`src/rtl/operand_fetch.sv`:
```
// Decode-to-execute operand stage that drives a 1-cycle synchronous register file and owns its write port.
// Operands appear the cycle after accept. out_ready=0 holds the stage, and RAW/WAW hazards deassert in_ready.
module operand_fetch #(
   parameter int XLEN  = 64,
   parameter int TAG_W = 32,
   parameter int CNT_W = 32
) (
   input  logic             clk,
   input  logic             rst,
   input  logic             in_valid,
   output logic             in_ready,
   input  logic [4:0]       in_rs1,
   input  logic [4:0]       in_rs2,
   input  logic [4:0]       in_rd,
   input  logic [TAG_W-1:0] in_tag,
   output logic [4:0]       rf_rs1,
   output logic [4:0]       rf_rs2,
   input  logic [XLEN-1:0]  rf_data1,
   input  logic [XLEN-1:0]  rf_data2,
   output logic             rf_we,
   output logic [4:0]       rf_rd,
   output logic [XLEN-1:0]  rf_wdata,
   input  logic             wb_valid,
   input  logic [4:0]       wb_rd,
   input  logic [XLEN-1:0]  wb_data,
   output logic             out_valid,
   input  logic             out_ready,
   output logic [XLEN-1:0]  out_op1,
   output logic [XLEN-1:0]  out_op2,
   output logic [4:0]       out_rd,
   output logic [TAG_W-1:0] out_tag,
   output logic [CNT_W-1:0] stall_cnt
);

   typedef struct packed {
      logic             vld;
      logic [4:0]       rs1;
      logic [4:0]       rs2;
      logic [4:0]       rd;
      logic [TAG_W-1:0] tag;
   } f_t;

   f_t               f_q, f_d;
   logic [31:0]      busy_q, busy_d;
   logic             byp1_q, byp1_d;
   logic             byp2_q, byp2_d;
   logic [XLEN-1:0]  bypd1_q, bypd1_d;
   logic [XLEN-1:0]  bypd2_q, bypd2_d;
   logic [CNT_W-1:0] stall_cnt_q, stall_cnt_d;
   logic             hazard;
   logic             accept;
   logic             out_fire;

   // A register conflicts if it is pending writeback or is the destination of the held instruction.
   function automatic logic reg_conflict(input logic [4:0] r, input logic [31:0] busy, input f_t f);
      return (r != 5'd0) && (busy[r] || (f.vld && (f.rd != 5'd0) && (f.rd == r)));
   endfunction

   always_comb begin
      hazard   = reg_conflict(in_rs1, busy_q, f_q) ||
                 reg_conflict(in_rs2, busy_q, f_q) ||
                 reg_conflict(in_rd,  busy_q, f_q);
      in_ready = (!f_q.vld || out_ready) && !hazard;
      accept   = in_valid && in_ready;
      out_fire = f_q.vld && out_ready;
   end

   // The held addresses are re-read every cycle so the operands track later writebacks.
   always_comb begin
      rf_rs1   = accept ? in_rs1 : f_q.rs1;
      rf_rs2   = accept ? in_rs2 : f_q.rs2;
      rf_we    = wb_valid && (wb_rd != 5'd0);
      rf_rd    = wb_rd;
      rf_wdata = wb_data;
   end

   always_comb begin
      f_d = f_q;
      if (accept) begin
         f_d.vld = 1'b1;
         f_d.rs1 = in_rs1;
         f_d.rs2 = in_rs2;
         f_d.rd  = in_rd;
         f_d.tag = in_tag;
      end else if (out_ready) begin
         f_d.vld = 1'b0;
      end

      // The register file returns the pre-write value when read and write collide on one edge.
      byp1_d  = rf_we && (rf_rd == rf_rs1);
      byp2_d  = rf_we && (rf_rd == rf_rs2);
      bypd1_d = wb_data;
      bypd2_d = wb_data;

      busy_d = busy_q;
      if (wb_valid)
         busy_d[wb_rd] = 1'b0;
      if (out_fire && (f_q.rd != 5'd0))
         busy_d[f_q.rd] = 1'b1;
      busy_d[0] = 1'b0;

      stall_cnt_d = stall_cnt_q;
      if (in_valid && !in_ready && (stall_cnt_q != {CNT_W{1'b1}}))
         stall_cnt_d = stall_cnt_q + CNT_W'(1);
   end

   always_ff @(posedge clk or posedge rst) begin
      if (rst) begin
         f_q         <= '0;
         busy_q      <= '0;
         byp1_q      <= 1'b0;
         byp2_q      <= 1'b0;
         bypd1_q     <= '0;
         bypd2_q     <= '0;
         stall_cnt_q <= '0;
      end else begin
         f_q         <= f_d;
         busy_q      <= busy_d;
         byp1_q      <= byp1_d;
         byp2_q      <= byp2_d;
         bypd1_q     <= bypd1_d;
         bypd2_q     <= bypd2_d;
         stall_cnt_q <= stall_cnt_d;
      end
   end

   always_comb begin
      out_valid = f_q.vld;
      out_rd    = f_q.rd;
      out_tag   = f_q.tag;
      out_op1   = (f_q.rs1 == 5'd0) ? '0 : (byp1_q ? bypd1_q : rf_data1);
      out_op2   = (f_q.rs2 == 5'd0) ? '0 : (byp2_q ? bypd2_q : rf_data2);
      stall_cnt = stall_cnt_q;
   end

endmodule

```
`config.mk`:
```
export PLATFORM = sky130hd
export DESIGN_NAME = operand_fetch
export DESIGN_NICKNAME = d
export VERILOG_FILES = /design/src/rtl/operand_fetch.sv
export SDC_FILE = /design/constraint.sdc
export NUM_CORES = 1
export LEC_CHECK = 0
export BUFFER_PORTS_ARGS = -buffer_cell sky130_fd_sc_hd__buf_2
export CELL_PAD_IN_SITES_DETAIL_PLACEMENT = 1
export CELL_PAD_IN_SITES_GLOBAL_PLACEMENT = 2
export CORE_AREA = 2 2 208 210
export DETAILED_ROUTE_END_ITERATION = 10
export DIE_AREA = 0 0 210 212
export GPL_TIMING_DRIVEN = 0
export PLACE_DENSITY = 0.86
export SLEW_MARGIN = 40
export SYNTH_ARGS = -nofsm -noshare
export SYNTH_HDL_FRONTEND = slang
export SYNTH_SLANG_ARGS = --single-unit
```
`constraint.sdc`:
```
create_clock -name clk -period 10.9 [get_ports clk]
set_clock_uncertainty 0.05 [all_clocks]
set_input_delay 0 -clock clk [delete_from_list [all_inputs] [get_ports clk]]
set_output_delay 0 -clock clk [all_outputs]
set_load 0.02 [all_outputs]
```
# Word-level counts from Yosys, hierarchy flattened
# Cells that the tools add are included.
[totals]
register_bits = 177
inputBits = 249
output_inout_bits = 279
elab_cells = 82
[op_classes]
n_addsub = 1
magnitude_cmp = 7
eq_ne = 6
muxes = 20
bitwise = 3
reduce_logical = 35
[ops]
columns = ["op", "n"]
rows = [
  ["two-way mux 64 bit", 4],
  ["two-way mux 32 bit", 2],
  ["adder 32 x 1 -> 32 bit, second input constant", 1],
  ["AND 32 bit", 1],
  ["inequality test 32 bit, second input constant", 1],
  ["inverter 32 bit", 1],
  ["bitwise OR 32 bit", 1],
  ["< comparator 5 x 6 -> 1 bit, second input constant", 5],
  ["equality test 5 bit", 5],
  ["nonzero test 5 bit", 5],
  ["logical AND 1 bit", 18],
  ["binary-select mux 1 bit (select 5 bit)", 3],
  ["demux 1 bit (select 5 bit)", 2],
  ["greater-or-equal comparator 5 x 1 -> 1 bit, second input constant", 2],
  ["zero test 5 bit", 2],
  ["two-way mux 5 bit", 2],
  ["two-way mux 1 bit", 7],
  ["logical OR 1 bit", 6],
  ["zero test 1 bit", 3],
  ["nonzero test 2 bit", 1],
]

# Longest topological paths before layout
# Gate-level depths: netlist (run 1).
[depth]
word_depth = 13
mapped_depth = 11
depth_no_buf = 8

# Worst setup path before layout (run 1)
# OpenSTA, ideal clock, no wires.
[synth_path]
path_type = "reg2reg"
start = "reg busy_q[23]"
end = "reg stall_cnt_q[1] (netlist: stall_cnt[1])"
setup_time_ns = 0.125
arrival_time_ns = 2.685
required_ns = 10.725
setup_slack_ns = 8.041
path_stages_with_launch = 10
path_buffers = 2
period_less_slack_ns = 2.859
cell_sequence = "dfrtp_1 mux4_2 and4b_1 a41oi_1 nand4_1 or4_1 buf_2 o21ai_2 buf_4 mux2_2"
[synth_via]
elab_chain_len = 11
word_cells_on_any_way = 19
classes_between = "6 x mux; 13 x reduce/logical"
[synth_rtl]
columns = ["item", "line_no", "rtl"]
rows = [
  ["from (decl)", "44", "logic [31:0] busy_q, busy_d;"],
  ["from (signal assigned)", "118", "busy_q <= busy_d;"],
  ["binary-select mux 1 bit (select 5 bit)", "56", "return (r != 5'd0) && (busy[r] || (f.vld && (f.rd != 5'd0) && (f.rd == r)));"],
  ["two-way mux 1 bit (not written as such)", "56", ""],
  ["logical OR 1 bit", "56", ""],
  ["logical AND 1 bit", "56", ""],
  ["logical OR 1 bit", "60", "hazard = reg_conflict(in_rs1, busy_q, f_q) ||"],
  ["logical OR 1 bit *", "61", "reg_conflict(in_rs2, busy_q, f_q) ||"],
  ["zero test 1 bit *", "63", "in_ready = (!f_q.vld || out_ready) && !hazard;"],
  ["logical AND 1 bit *", "63", ""],
  ["zero test 1 bit *", "103", "if (in_valid && !in_ready && (stall_cnt_q != {CNT_W{1'b1}}))"],
  ["logical AND 1 bit * (2 in series)", "103", ""],
  ["to (signal assigned)", "123", "stall_cnt_q <= stall_cnt_d;"],
  ["to (decl)", "49", "logic [CNT_W-1:0] stall_cnt_q, stall_cnt_d;"],
]
# Mark *: on every way between the ends. The rest lies on a longest branch, timed or not. The select of a mux whose other input is x is not followed.
# A chain may end at the register's enable or synchronous reset.

# Final worst setup path (run 1)
[layout_path]
start = "reg busy_q[23]"
end = "out rf_rs1[0]"
[layout_via]
elab_chain_len = 10
word_cells_on_any_way = 18
classes_between = "7 x mux; 11 x reduce/logical"
[layout_rtl]
columns = ["item", "line_no", "rtl"]
rows = [
  ["binary-select mux 1 bit (select 5 bit)", "56", ""],
  ["two-way mux 1 bit (not written as such)", "56", ""],
  ["logical OR 1 bit", "56", ""],
  ["logical AND 1 bit", "56", ""],
  ["logical OR 1 bit", "60", ""],
  ["logical OR 1 bit *", "61", ""],
  ["zero test 1 bit *", "63", ""],
  ["logical AND 1 bit *", "63", ""],
  ["logical AND 1 bit *", "64", "accept = in_valid && in_ready;"],
  ["two-way mux 5 bit *", "70", "rf_rs1 = accept ? in_rs1 : f_q.rs1;"],
  ["to (decl)", "16", "output logic [4:0] rf_rs1,"],
]
# Marked as above.

==> results.py, run 1 <==
metrics = {
    "status": {
        "status": "completed",
    },
    "sta": {
        "rsz0062_at_grt": "no",
        "post-route-period-util_pct": 34.6,
        "timing.fmax_ghz": 0.265,
        "slew_viol_final": 0,
        "finalSetupTns_ns": 0,
        "slew-limit-headroom_pct": 45.6,
        "post-route-min-period_ns": 3.77,
        "hold_viol": 0,
        "whs_ns": 0.0434,
        "worst_pin_slew_ns": 0.816,
        "setup_viol": 0,
    },
    "floorplanning": {
        "io_pins": 528,
        "die_y_um": 212,
        "die_w_um": 210,
        "die_area_um2": 44500,
        "rows": 76,
        "core_area_um2": 42500,
        "start_util_pct": 24.5,
    },
    "detailed_routing": {
        "drc": 0,
        "drt-wirelength-per-cell_um": 22.6,
        "first_pass_iters": 5,
        "initialDrtViolationCount": 485,
        "vias_per_cell": 4.72,
        "routed_wirelength_um": 51100,
        "num_vias": 10700,
        "final_antenna_net_count": 0,
    },
    "yosys": {
        "synth_edf_count": 0,
        "synth_area_per_cell_um2": 9.89,
        "async_reset_ff_share_pct": 100,
        "synthFlopType": "dfrtp_1",
        "yosysSeqAreaShare_pct": 42.5,
        "synth_warnings": 0,
        "netlist_instances": 1054,
        "ys_ff_latch": 177,
        "syn-num-nets": 1304,
        "yosys.cell_types.count": 52,
        "synth_area_um2": 10400,
    },
    "cts": {
        "tritoncts": "done",
        "cts_buffers": 17,
        "cts_max_path_buffers": 2,
        "clk_pin_slew_ns": 0.06,
        "cts-root-buf": "clkbuf_16",
        "insertion_delay_ns": 0.46,
        "h-tree-depth": 4,
        "clock_sinks": 177,
        "cts_resized": 0,
        "postCtsSetupRepairBufs": 0,
    },
    "cells_and_area": {
        "layout_common_cells": "buf_2 (529), dfrtp_1 (177), nor2_1 (147), mux2i_1 (141), buf_4 (108)",
        "multi_input_comb_area_um2": 4890,
        "post-route-util_pct": 36.4,
        "layout_commonest_cell": "buf_2",
        "fillers": 5110,
        "drive_above_1_share_pct": 41.7,
        "ff_latch_area_um2": 4430,
        "area_delta_synth_final_pct": 48.4,
        "fin_nets": 1947,
        "final_area_um2": 15500,
    },
    "global_routing": {
        "grt_first_pass_wirelength_um": 73600,
        "grtUsageTotal_pct": 22.5,
        "antenna_found_initial": 12,
        "grt_max_degree": 70,
        "grt_pass1_vias": 11400,
        "globalRouteOverflowTotal": 0,
    },
    "power_and_ir_drop": {
        "p_per_area_nw_per_um2": 213,
        "p_total_mw": 3.29,
        "irDropWorstVdd_mv": 0.115,
        "leakagePower_nw": 7.53,
    },
    "place": {
        "dp_hpwl_um": 40300,
        "portBuffers": 519,
        "placed_area_um2": 13800,
        "place_congestion": 0.922,
    },
    "worst_setup_path": {
        "crit_fanout": 10,
        "start_kind": "flip-flop",
        "cp.arrival_ns": 3.72,
        "end_kind": "primary output",
        "cp.required_ns": 10.85,
        "crit_type": "flip-flop to primary output",
    },
    "run": {
        "max_cap_violations": 0,
    },
    "min_path": {
        "hold_class": "input port to flip-flop",
    },
}
## worst max-delay path: stages (launching register included)
cell     delay, ns
dfrtp_1       0.41
mux4_2        0.50
and4b_1       0.22
a41oi_1       0.19
nand4_1       0.23
or4_1         0.55
buf_2         0.20
nor2_1        0.24
buf_2         0.30
nand2_1       0.14
nand2_1       0.09
buf_2         0.21
## power by group
| part | leakage, nW | internal, mW | total [mW] | switching [mW] |
|---|---|---|---|---|
| Combinational | 5.03 | 0.634 | 1.66 | 1.03 |
| Sequential | 2.20 | 0.821 | 0.963 | 0.141 |
| Clock | 0.302 | 0.384 | 0.668 | 0.284 |
| Total | 7.53 | 1.84 | 3.29 | 1.45 |
## worst paths after layout
kind	start	to	slack (ns)	cells after the start
setup / recovery	busy_q[23]	rf_rs1[0]	7.13	11
hold / removal	wb_valid	byp2_q	0.04	4
setup reg to reg	busy_q[23]	stall_cnt[1]	7.59	9
hold reg to reg	stall_cnt[6]	stall_cnt[6]	0.43	1
max in group asynchronous	rst	out_tag[19]	10.03	4
min in group asynchronous	rst	stall_cnt[6]	0.06	3
## stage by stage
stage               setup WS (ns)  instances
finish                       7.13       2266
global route                 6.97       2266
CTS                          7.03       2255
detailed placement           7.54       2121
global placement             3.35       2119
floorplan                    6.05       1054
## registers in the layout, indices dropped and copies added (netlist names), 5 cells and up
signal     flops
stall_cnt     32
out_tag       32
f_q           10
out_rd         5
busy_q        31
bypd2_q       64
## timing repair
item	in CTS	in global routing
hold buffers	103	0
setup endpoints to repair	0	0
hold endpoints to repair	279	0
## Yosys cell counts, drive strengths merged (3+ instances only)
master  instances  share of area, %
buf           127               8.8
clkbuf         42               1.5
xor2           41               3.4
mux4           15               3.2
o21ai          68               3.3
nor2          149               5.4
inv            10              0.36
o211ai          3              0.22
nand3          32               1.5
nand4b          3              0.25
mux2i         141                14
and3            4              0.24
a311oi          3              0.25
or3             4              0.24
nor3           12              0.58
dfrtp         177                43
nor4           20               1.3
or4             5              0.36
and4b           4              0.38
nor2b           5              0.30
a22oi           4              0.29
nand2          76               2.8
a21oi           9              0.43
mux2           38               4.1
nand3b          7              0.50
nand4          10              0.60
and4            3              0.25
nand2b          4              0.24
xnor2          14               1.2
## kinds of logic after synthesis
family	after synthesis	synth area share, %
muxes	194	20.9
DFF	177	42.5
buffers and inverters	179	10.7
AOI/OAI and AO/OA	101	5.61
and+or+nand+nor	347	15.6
adders and majority gates	1	0.120
xor gates and xnor gates	55	4.62
## cell type report
| class | instances | share of cell area (%) |
|---|---|---|
| sequential | 177 | 28.7 |
| antenna | 11 | 0.178 |
| inverter | 10 | 0.291 |
| multi-input combinational | 698 | 31.7 |
| buffer | 169 | 7.00 |
| tap | 546 | 4.42 |
| timing repair buffer | 624 | 23.8 |
| clock inverter | 9 | 0.842 |
| clock buffer | 22 | 3.13 |
## metal layers
layer / global-route usage (%) / up-vias / wire length (um)
met1: 26.6 / 5386 / 20500
met2: 38.5 / 378 / 25700
li1: - / 4841 / -
met5: 0 / - / 0
met4: 11.4 / 0 / 2450
met3: 4.83 / 100 / 2550
(Power assumes the default switching activity.)
==> inputs of run 2 (changes only) <==
- ABC_AREA: default -> 1
- CORE_AREA: 2 2 208 210 -> default
- CORE_ASPECT_RATIO: default -> 1.25
- CORE_UTILIZATION: default -> 23
- DIE_AREA: 0 0 210 212 -> default
- clock period: 10.9 -> 3.05 ns (I/O delays scaled with it)
==> run 2 against run 1 <==
Compared with the run above:
- die area grew 14%
- routed wire length grew 6.4%
- clock power grew to 3.5 times the previous value
- critical path depth grew 1
- cell count grew 23%
- global-route usage shrank 1.3 points
- via count grew 15%
- final area grew 8.6%
- non-clock buffer count grew 12
==> results.py, run 2 <==
metrics = {
    "status": {
        "status": "completed",
    },
    "power_and_ir_drop": {
        "leakagePower_nw": 9.31,
        "p_per_area_nw_per_um2": 594,
        "irDropWorstVdd_mv": 0.387,
    },
    "worst_setup_path": {
        "crit_family": "simple AND/OR/NAND/NOR gates",
        "end_kind": "primary output",
        "crit_fanout": 10,
        "cp.required_ns": 3.00,
        "critPathSlowestCell": "dfrtp_1",
        "crit_type": "flip-flop to primary output",
        "start_kind": "flip-flop",
        "r2r_slack_ns": 0.31,
        "path_buf_inv": 4,
        "worstPathCellList": "buf_2 -> nor2_2 -> nand2_1 -> nand2_1 -> inv_1 -> nand4_1 -> nand2_1 -> nor2_2 -> nand3_4 -> buf_6 -> o21ai_2 -> buf_2",
        "cpPeakStageDelay_ns": 0.38,
        "cp.arrival_ns": 2.84,
        "crit_top_cell": "nand2_1",
    },
    "floorplanning": {
        "die_w_um": 202,
        "io_pins": 528,
        "start_util_pct": 23.2,
        "rows": 91,
        "die_y_um": 252,
        "die_area_um2": 50700,
        "core_area_um2": 49300,
    },
    "global_routing": {
        "grt_pass1_vias": 13600,
        "grt_first_pass_wirelength_um": 80800,
        "grt_max_degree": 25,
        "grtUsageTotal_pct": 21.1,
        "globalRouteOverflowTotal": 0,
        "antenna_found_initial": 10,
    },
    "yosys": {
        "yosysSeqAreaShare_pct": 38.7,
        "synth_area_per_cell_um2": 7.82,
        "synthFlopType": "dfrtp_1",
        "syn-num-nets": 1715,
        "ys_ff_latch": 177,
        "yosys.cell_types.count": 32,
        "synth_top_area_share_pct": 38.7,
        "async_reset_ff_share_pct": 100,
        "netlist_instances": 1465,
        "yosysMostFrequentCell": "nand2_1",
        "synth_common_cells": "nand2_1 (418), inv_1 (212), dfrtp_1 (177)",
        "synth_warnings": 0,
        "synth_area_um2": 11500,
        "yosysTopAreaCell": "dfrtp_1",
        "synth.area.top_cells": "dfrtp_1 (39%), nand2_1 (14%), mux2_2 (13%), buf_4 (7.2%), inv_1 (6.9%)",
        "synth_edf_count": 0,
    },
    "cts": {
        "insertion_delay_ns": 0.46,
        "tritoncts": "done",
        "cts_buffers": 17,
        "cts-root-buf": "clkbuf_16",
        "clock_sinks": 177,
        "postCtsSetupRepairBufs": 0,
        "h-tree-depth": 4,
        "cts_max_path_buffers": 2,
        "clk_pin_slew_ns": 0.08,
    },
    "run": {
        "max_cap_violations": 0,
    },
    "cells_and_area": {
        "layout_common_cells": "buf_2 (540), nand2_1 (418), inv_1 (211), dfrtp_1 (177), mux2_2 (132)",
        "largest_reg_flops": 64,
        "area_delta_synth_final_pct": 46.5,
        "post-route-util_pct": 34.0,
        "top_register": "bypd2_q",
        "fin_nets": 2372,
        "drive_above_1_share_pct": 40.1,
        "layout_commonest_cell": "buf_2",
    },
    "detailed_routing": {
        "initialDrtViolationCount": 517,
        "final_antenna_net_count": 0,
        "vias_per_cell": 4.43,
        "first_pass_iters": 5,
        "drt-wirelength-per-cell_um": 19.5,
        "routed_wirelength_um": 54400,
        "drc": 0,
        "num_vias": 12400,
    },
    "sta": {
        "setup_viol": 0,
        "finalSetupTns_ns": 0,
        "slew_viol_final": 0,
        "rsz0062_at_grt": "no",
        "hold_viol": 0,
        "post-route-period-util_pct": 94.7,
        "worst_pin_slew_ns": 0.744,
        "slew-limit-headroom_pct": 50.3,
        "timing.fmax_ghz": 0.346,
        "post-route-min-period_ns": 2.89,
    },
    "min_path": {
        "hold_class": "input port to flip-flop",
    },
    "place": {
        "dp_hpwl_um": 43400,
        "portBuffers": 520,
        "place_congestion": 0.914,
    },
}
==> run 2: cell count changes in the layout (fill, tap and decap cells not counted), moves of 15 or more <==
cell     previous run  this run
nand2_1            75       418
mux2_2             10       132
nor2_1            147        38
inv_1               9       211
mux2i_1           141         0
mux2_1             28         0
nand3_1            32       114
mux4_2             15         0
==> run 2: final cells by class <==
class / instances / area (um2)
Sequential cell: 177 / 4430
Tap cell: 651 / 815
Inverter: 219 / 831
Clock inverter: 13 / 149
Antenna cell: 2 / 5.00
Clock buffer: 19 / 453
Fill cell: 6173 / 32500
Timing Repair Buffer: 638 / 3890
Buffer: 167 / 1130
Multi-Input combinational cell: 902 / 5080
==> run 2: stage by stage <==
stage	setup slack [ns]	cell area [um2]	power [mW]	instances	hold slack, ns
2_1_floorplan	0.733	11500	5.85	1465	-0.0186
3_3_place_gp	-0.672	14900	7.41	2636	0.0753
3_5_place_dp	0.160	15100	7.54	2644	0.0339
4_1_cts	0.129	16800	10.1	2786	0.00270
5_1_grt	0.0118	16800	10.6	2787	0.0359
6_report	0.161	16800	9.97	2788	0.0410
==> run 2: repair_timing <==
item                                    in CTS  in global routing
endpoints found under the setup margin       4                  0
resized for setup                            1                  0
hold buffers                               110                  0
endpoints found under the hold margin      173                  0
==> run 2: layer usage <==
metal  vias up  share of wire, %  global-route usage [%]
li1       5802                 -                       -
met5         -              0.12                       0
met3       132               5.5                    4.25
met4        10               4.3                    10.4
met1      5940                38                    23.0
met2       473                52                    38.8
==> run 2: worst reg2reg max path, cell delays in order (launching register included) <==
cell	delay, ns
dfrtp_1	0.38
buf_2	0.19
nor2_2	0.36
nand2_1	0.10
nand2_1	0.07
inv_1	0.09
nand4_1	0.11
nand2_1	0.07
nor2_2	0.22
buf_4	0.23
nand4_1	0.16
nand2_1	0.10
dlygate4sd3_1	0.55
==> run 2: path summary, 6_finish.rpt <==
check / startpoint / to / depth (start not counted)
worst min-delay path: wb_rd[3] / busy_q[31] / 4
max in group asynchronous: rst / busy_q[3] / 7
min in group asynchronous: rst / out_tag[19] / 3
worst min register to register: out_tag[5] / out_tag[5] / 2
worst max-delay path: out_rd[0] / rf_rs2[4] / 12
worst max register to register: out_rd[0] / f_q[40] / 12
==> run 2: report_power, final <==
part	internal [mW]	leakage (nW)	switching [mW]
Combinational	1.69	6.79	2.87
Clock	1.27	0.288	1.07
Sequential	2.78	2.23	0.302
Total	5.73	9.31	4.24
==> run 2: logic make-up after synthesis <==
group,synth area share (%)
simple gates,23.4
buf+inv,17.0
mux,13.0
flops,38.7
xor+xnor,3.29
fa+ha+maj,0.109
compound gates,4.51
